## src/rtl/dt_walk_pkg.sv

```systemverilog
// Shared types and constants for the decision-tree walk engine.
// The node layout below is the packed format carried on cfg_wdata.
package dt_walk_pkg;

    localparam int N         = 8;
    localparam int NF        = 13;
    localparam int C         = 1;
    localparam int NODES     = 64;
    localparam int MAX_STEPS = 16;

    localparam int FW = $clog2(NF);
    localparam int AW = $clog2(NODES);
    localparam int DW = $clog2(MAX_STEPS + 1);

    typedef struct packed {
        logic          is_leaf;
        logic [FW-1:0] feat_idx;
        logic [N-1:0]  thr;
        logic [AW-1:0] t_child;
        logic [AW-1:0] f_child;
        logic [C-1:0]  cls;
    } node_t;

    localparam int NODE_W = $bits(node_t);

    typedef enum logic [1:0] {IDLE, WALK, DONE} state_e;

    // An unprogrammed entry is a class-0 leaf.
    localparam node_t NODE_RESET = '{1'b1, '0, '0, '0, '0, '0};

endpackage

```

## src/rtl/dt_walk_engine_if.sv

```systemverilog
// Config, feature-input and result handshakes of the walk engine.
// The engine takes the slave side; the feature source/consumer takes master.
interface dt_walk_engine_if;
    import dt_walk_pkg::*;

    logic              cfg_we;
    logic [AW-1:0]     cfg_addr;
    logic [NODE_W-1:0] cfg_wdata;
    logic              cfg_ready;
    logic              in_valid;
    logic              in_ready;
    logic [NF*N-1:0]   in_feat;
    logic              out_valid;
    logic              out_ready;
    logic [C-1:0]      out_cls;
    logic [DW-1:0]     out_depth;
    logic              out_err;

    modport slave (
        input  cfg_we, cfg_addr, cfg_wdata, in_valid, in_feat, out_ready,
        output cfg_ready, in_ready, out_valid, out_cls, out_depth, out_err
    );

    modport master (
        output cfg_we, cfg_addr, cfg_wdata, in_valid, in_feat, out_ready,
        input  cfg_ready, in_ready, out_valid, out_cls, out_depth, out_err
    );

endinterface

```

## src/rtl/dt_node_table.sv

```systemverilog
// Node table: register array with one write port and one combinational read port.
// Every entry resets so the tree is cleared together with the engine.
module dt_node_table
    import dt_walk_pkg::*;
(
    input  logic          clk,
    input  logic          rst_n,
    input  logic          we,
    input  logic [AW-1:0] waddr,
    input  node_t         wdata,
    input  logic [AW-1:0] raddr,
    output node_t         rdata
);

    node_t mem_q [NODES];
    node_t mem_d [NODES];

    always_comb begin
        mem_d = mem_q;
        if (we) mem_d[waddr] = wdata;
    end

    // NOTE: this array is flops, not RAM, so it is reset like any other state.
    always_ff @(posedge clk or negedge rst_n) begin
        if (!rst_n) begin
            for (int i = 0; i < NODES; i++) mem_q[i] <= NODE_RESET;
        end else begin
            // NOTE: non-blocking so every flop samples pre-edge values.
            mem_q <= mem_d;
        end
    end

    assign rdata = mem_q[raddr];

endmodule

```

## src/rtl/dt_walk_engine.sv

```systemverilog
// Sequenced decision-tree classifier: walks one node per clock through a
// single shared feature<threshold comparator, table reloadable while idle.
module dt_walk_engine
    import dt_walk_pkg::*;
(
    input logic               clk,
    input logic               rst_n,
    dt_walk_engine_if.slave   bus
);

    state_e          state_q, state_d;
    logic [AW-1:0]   ptr_q, ptr_d;
    logic [DW-1:0]   step_q, step_d;
    logic [NF*N-1:0] feat_q, feat_d;
    logic [C-1:0]    cls_q, cls_d;
    logic [DW-1:0]   depth_q, depth_d;
    logic            err_q, err_d;

    node_t      node;
    logic [N-1:0] feat_sel;
    logic       tbl_we;

    assign tbl_we = bus.cfg_we && (state_q == IDLE);

    dt_node_table u_table (
        .clk   (clk),
        .rst_n (rst_n),
        .we    (tbl_we),
        .waddr (bus.cfg_addr),
        .wdata (node_t'(bus.cfg_wdata)),
        .raddr (ptr_q),
        .rdata (node)
    );

    // Mux by equality so an illegal feat_idx never indexes past the vector.
    always_comb begin
        feat_sel = '0;
        for (int i = 0; i < NF; i++) begin
            if (node.feat_idx == FW'(i)) feat_sel = feat_q[i*N +: N];
        end
    end

    always_ff @(posedge clk or negedge rst_n) begin
        if (!rst_n) begin
            state_q <= IDLE;
            ptr_q   <= '0;
            step_q  <= '0;
            feat_q  <= '0;
            cls_q   <= '0;
            depth_q <= '0;
            err_q   <= 1'b0;
        end else begin
            state_q <= state_d;
            ptr_q   <= ptr_d;
            step_q  <= step_d;
            feat_q  <= feat_d;
            cls_q   <= cls_d;
            depth_q <= depth_d;
            err_q   <= err_d;
        end
    end

    always_comb begin
        // NOTE: hold-by-default assignments keep this block free of latches.
        state_d = state_q;
        ptr_d   = ptr_q;
        step_d  = step_q;
        feat_d  = feat_q;
        cls_d   = cls_q;
        depth_d = depth_q;
        err_d   = err_q;
        case (state_q)
            IDLE: begin
                if (bus.in_valid) begin
                    feat_d  = bus.in_feat;
                    ptr_d   = '0;
                    step_d  = '0;
                    state_d = WALK;
                end
            end
            WALK: begin
                if (node.is_leaf) begin
                    cls_d   = node.cls;
                    depth_d = step_q;
                    err_d   = 1'b0;
                    state_d = DONE;
                end else if (node.feat_idx >= FW'(NF) || step_q == DW'(MAX_STEPS)) begin
                    cls_d   = '0;
                    depth_d = step_q;
                    err_d   = 1'b1;
                    state_d = DONE;
                end else begin
                    ptr_d  = (feat_sel < node.thr) ? node.t_child : node.f_child;
                    step_d = step_q + 1'b1;
                end
            end
            DONE: begin
                if (bus.out_ready) state_d = IDLE;
            end
            default: state_d = IDLE;
        endcase
    end

    always_comb begin
        bus.in_ready  = (state_q == IDLE);
        bus.cfg_ready = (state_q == IDLE);
        bus.out_valid = (state_q == DONE);
        bus.out_cls   = cls_q;
        bus.out_depth = depth_q;
        bus.out_err   = err_q;
    end

endmodule

```

## src/flat_wrapper.sv

```systemverilog
// flat-port wrapper written by rule: the top's interface ports become plain ports
module dt_walk_engine_flat import dt_walk_pkg::*;
  (clk, rst_n, bus_cfg_we, bus_cfg_addr, bus_cfg_wdata, bus_in_valid, bus_in_feat, bus_out_ready, bus_cfg_ready, bus_in_ready, bus_out_valid, bus_out_cls, bus_out_depth, bus_out_err);
  dt_walk_engine_if bus_i ();
  input logic clk;
  input logic rst_n;
  input wire logic [$bits(bus_i.cfg_we)-1:0] bus_cfg_we;
  input wire logic [$bits(bus_i.cfg_addr)-1:0] bus_cfg_addr;
  input wire logic [$bits(bus_i.cfg_wdata)-1:0] bus_cfg_wdata;
  input wire logic [$bits(bus_i.in_valid)-1:0] bus_in_valid;
  input wire logic [$bits(bus_i.in_feat)-1:0] bus_in_feat;
  input wire logic [$bits(bus_i.out_ready)-1:0] bus_out_ready;
  output wire logic [$bits(bus_i.cfg_ready)-1:0] bus_cfg_ready;
  output wire logic [$bits(bus_i.in_ready)-1:0] bus_in_ready;
  output wire logic [$bits(bus_i.out_valid)-1:0] bus_out_valid;
  output wire logic [$bits(bus_i.out_cls)-1:0] bus_out_cls;
  output wire logic [$bits(bus_i.out_depth)-1:0] bus_out_depth;
  output wire logic [$bits(bus_i.out_err)-1:0] bus_out_err;
  assign bus_i.cfg_we = bus_cfg_we;
  assign bus_i.cfg_addr = bus_cfg_addr;
  assign bus_i.cfg_wdata = bus_cfg_wdata;
  assign bus_i.in_valid = bus_in_valid;
  assign bus_i.in_feat = bus_in_feat;
  assign bus_i.out_ready = bus_out_ready;
  assign bus_cfg_ready = bus_i.cfg_ready;
  assign bus_in_ready = bus_i.in_ready;
  assign bus_out_valid = bus_i.out_valid;
  assign bus_out_cls = bus_i.out_cls;
  assign bus_out_depth = bus_i.out_depth;
  assign bus_out_err = bus_i.out_err;
  dt_walk_engine u_core (.clk(clk), .rst_n(rst_n), .bus(bus_i));
endmodule
```

## config.mk

```make
export PLATFORM = sky130hd
export DESIGN_NAME = dt_walk_engine_flat
export DESIGN_NICKNAME = d
export VERILOG_FILES = /design/src/rtl/dt_walk_pkg.sv /design/src/rtl/dt_walk_engine_if.sv /design/src/rtl/dt_node_table.sv /design/src/rtl/dt_walk_engine.sv /design/src/flat_wrapper.sv
export SDC_FILE = /design/constraint.sdc
export NUM_CORES = 2
export LEC_CHECK = 0
export BUFFER_PORTS_ARGS = -buffer_cell sky130_fd_sc_hd__buf_2
export CORE_MARGIN = 2
export CORE_UTILIZATION = 55
export CTS_CLUSTER_DIAMETER = 120
export DETAILED_ROUTE_END_ITERATION = 16
export PLACE_DENSITY = 0.71
export SKIP_LAST_GASP = 1
export SLEW_MARGIN = 10
export SYNTH_ARGS = -nofsm -noshare
export SYNTH_HDL_FRONTEND = slang
export SYNTH_SLANG_ARGS = --single-unit
```

## constraint.sdc

```tcl
create_clock -name clk -period 8.5 [get_ports clk]
set_input_delay 0.85 -clock clk [delete_from_list [all_inputs] [get_ports clk]]
set_output_delay 0.85 -clock clk [all_outputs]
set_load 0.005 [all_outputs]
```

==> metrics.md <==
| Metric | Value |
|---|---|
| Total track usage | `0.288` |
| Drt initial violations | `3635` |
| Period utilization | `0.850` |
| Pre-CTS setup slack | `1.39 ns` |
| Mapped Nets | `5395` |
| Crit path kind | `reg2reg` |
| Die Ht | `389 um` |
| Clk sinks | `1788` |
| Hold buffer count at CTS | `0` |
| First-pass GRT wire length | `322 mm` |
| Setup ws final | `1.27 ns` |
| Placement Cell Area | `83900 sq um` |
| Layout Nets | `5359` |
| Worst Max-Slew Pin Slew | `1.29 ns` |
| Clock tree root buffer cell | `clkbuf_16` |
| RSZ-0062 raised after global routing | `false` |
| FF-to-FF setup slack | `1.27 ns` |
| Pwr per Cell Area | `276 nW/um^2` |
| Via count | `46700` |
| Post-synth top flop | `dfrtp_1` |
| Initial antenna violation count | `16` |
| Synth async-reset ratio | `1.00` |
| Max-Cap Viols | `0` |
| Slew Viols, Final | `0` |
| Post-synthesis cell count | `5245` |
| IO Pins | `151` |
| Fraction of layout cells with a size suffix above 1 | `0.540` |
| Worst clock skew | `0.0348 ns` |
| Crit-path cells | `buf_4 > mux4_2 > a22oi_1 > a211oi_1 > a31oi_1 > nand2_1 > buf_4 > nor2_1 > nand3_1 > mux2_2 > ha_1 > a21o_1 > a21o_1 > a21oi_1 > inv_1 > a2111oi_0 > o41ai_1 > a311oi_1 > o311a_1 > o21ai_0 > a31oi_1` |
| Routed Antenna Nets | `0` |
| Worst hold path class | `in2async` |
| Area grow syn2layout | `10.5%` |
| Post-CTS setup buffer count | `0` |
| Endpoints failing setup | `0` |
| CTS buffer count | `182` |
| R2R Path Start | `u_core.ptr_q[0]$_DFFE_PN0P_` |
| Mapped cell area | `81400 sq um` |
| Die width | `389 um` |
| Crit path launch type | `register` |
| Data required, critical path | `9.21 ns` |
| Clk buf depth | `3` |
| Buffers and inverters on the worst path | `3` |
| Drt drc | `0` |
| Outcome | `complete, no violations` |
| Htree depth | `4` |
| FF+latch count, synth | `1788` |
| # fillers | `10900` |
| First drt pass iteration count | `6` |
| Post-synth EDFFs | `0` |
| Critical path depth | `21` |
| CP delay by family, top | `compound AO/OA/AOI/OAI gates` |
| Total global routing overflow | `0` |
| Critical-path maximum fanout | `41` |
| Largest net degree at the start of global routing | `185` |
| Port-buffer cells | `150` |
| Maximum vdd drop | `0.234 mV` |
| Max frequency | `0.138 GHz` |
| Final Hold Fails | `0` |
| CORE AREA | `147000 sq um` |
| Slowest stage cell on the critical path | `dfrtp_4` |
| Sequential element share of the synthesized area | `0.550` |
| Fin crit period | `7.23 ns` |
| Yosys warnings | `0` |
| GP Congestion | `0.895` |
| Resized Gates After CTS | `0` |
| CTS tree | `yes` |
| FF-to-FF path depth | `21` |
| DP HPWL | `121 mm` |
| Unique masters post-synth | `72` |
| Std-Cell Rows | `141` |
| Starting Density | `0.553` |
| Number of global-route vias before repair | `48200` |
| Static leakage | `43.2 nW` |
| Worst-skew pair later-pin latency | `0.81 ns` |
| Drt total wl | `214 mm` |
| Setup crit start | `u_core.ptr_q[0]$_DFFE_PN0P_` |
| Multi-input logic area | `34700 sq um` |
| Via density | `6.40` |
| Sequential cell area | `44800 sq um` |
| Clk pin slew, worst setup/hold paths | `0.06 ns` |
| Die area | `151000 sq um` |
| Total negative slack | `0 ns` |
| Worst EP arrival | `7.93 ns` |
| Mapped Avg Cell Area | `15.5 sq um` |
| DR WL/cell | `29.3 um` |
| Crit-path max cell delay | `1.02 ns` |
| CP Capture Type | `register` |
| Normalized max-slew margin | `0.138` |
| Final Cell Area | `90000 sq um` |
==> cells in the mapped netlist, types with 4 or more instances <==
master	instances	area share
nor3_1	9	0.00055
dfstp_2	64	0.021
mux2_2	1678	0.23
mux4_1	10	0.0032
nand3b_1	5	0.00046
nor2_1	49	0.0023
mux4_2	508	0.14
o21ai_0	24	0.0015
nor4_1	5	0.00038
and3_1	6	0.00046
nor3b_1	4	0.00037
a21o_1	4	0.00037
o2bb2ai_1	4	0.00043
a22o_1	4	0.00043
a31oi_1	9	0.00069
buf_6	5	0.00069
or3b_1	6	0.00065
or2_2	4	0.00031
clkbuf_1	375	0.017
a22oi_1	19	0.0018
and2_1	10	0.00077
nand2_1	402	0.019
mux2i_1	39	0.0048
inv_1	18	0.00083
dfrtp_1	1724	0.53
nand4_1	5	0.00038
buf_4	12	0.0011
a21oi_1	24	0.0015
o32ai_1	4	0.00043
buf_2	55	0.0034
buf_1	41	0.0019
o211ai_1	5	0.00046
ha_1	9	0.0014
nand2b_1	5	0.00038
nor2b_1	18	0.0014
nand3_1	27	0.0017
==> worst paths after layout <==
check	end
worst max-delay path	u_core.ptr_q[4]$_DFFE_PN0P_
worst min-delay path	u_core.u_table.mem_q[719]$_DFFE_PN0P_
worst max register to register	u_core.ptr_q[4]$_DFFE_PN0P_
worst min register to register	u_core.feat_q[45]$_DFFE_PN0P_
max in group asynchronous	u_core.bus.out_depth[1]$_DFFE_PN0P_
min in group clk	u_core.feat_q[26]$_DFFE_PN0P_
==> flip-flops by register name, summed over array words and instances, names as in the netlist <==
register              flops
u_core.step_q             5
u_core.bus.out_depth      5
u_core.bus.out_err        1
u_core.bus.out_cls        1
u_core.u_table.mem_q   1664
u_core.ptr_q              6
u_core.feat_q           104
u_core.state_q            2
==> metal layers <==
metal / up-vias / track usage / wire length, um
li1: 19300 / - / -
met1: 25700 / 0.404 / 90300
met2: 1315 / 0.466 / 104000
met3: 342 / 0.0465 / 12000
met4: 12 / 0.0908 / 7100
met5: - / 0 / 65
==> cell type report <==
| type | count | share of cell area |
|---|---|---|
| antenna | 6 | 0.000167 |
| sequential | 1788 | 0.498 |
| tap | 1930 | 0.0268 |
| multi-input combinational | 2946 | 0.386 |
| clock buffer | 282 | 0.0616 |
| timing repair buffer | 272 | 0.0206 |
| clock inverter | 48 | 0.00592 |
| inverter | 19 | 0.000792 |
==> cell usage in the layout (no fill, tap or decap), types with 6 or more instances in the layout <==
| cell | count |
|---|---|
| nor2_1 | 36 |
| mux4_2 | 508 |
| nor3_1 | 9 |
| nand2_2 | 48 |
| and3_1 | 6 |
| mux2i_1 | 39 |
| buf_2 | 149 |
| a22oi_1 | 19 |
| mux2_2 | 1678 |
| nand3_1 | 27 |
| clkbuf_8 | 55 |
| nand2_1 | 353 |
| ha_1 | 9 |
| buf_4 | 108 |
| a31oi_1 | 9 |
| a21oi_1 | 24 |
| diode_2 | 6 |
| nor2b_1 | 16 |
| clkbuf_16 | 185 |
| clkinv_2 | 30 |
| clkbuf_1 | 42 |
| inv_1 | 18 |
| dfstp_2 | 64 |
| or3b_1 | 6 |
| buf_12 | 15 |
| and2_1 | 9 |
| dfrtp_1 | 1719 |
| bufinv_16 | 8 |
| nor2_4 | 13 |
| mux4_1 | 10 |
| o21ai_0 | 24 |
==> where the power goes <==
| part | switching [W] | leakage [nW] | internal (W) |
|---|---|---|---|
| registers | 0.000889 | 24.2 | 0.00979 |
| clock network | 0.00337 | 3.01 | 0.00472 |
| logic | 0.00320 | 16.0 | 0.00288 |
==> stage by stage <==
stage          hold WS [ns]  total power, W  cells   util
6_report             0.0756          0.0248   7291  0.611
5_1_grt               0.137          0.0259   7287  0.611
4_1_cts               0.141          0.0250   7285  0.611
3_5_place_dp          0.462          0.0169   6955  0.570
3_3_place_gp          0.461          0.0168   6955  0.570
2_1_floorplan         0.437          0.0150   5245      -
==> logic make-up (layout without fill, tap and decap cells) <==
| logic type | count (synthesis) | count (layout) | share of synthesized area |
|---|---|---|---|
| mux | 2235 | 2235 | 0.381 |
| flops | 1788 | 1788 | 0.550 |
| simple gates | 564 | 564 | 0.0295 |
| buf+inv | 511 | 621 | 0.0260 |
| compound gates | 135 | 135 | 0.0117 |
| fa+ha+maj | 9 | 9 | 0.00138 |
| xor+xnor | 3 | 3 | 0.000323 |
| other cells | 0 | 6 | 0 |
(Power assumes the default switching activity.)
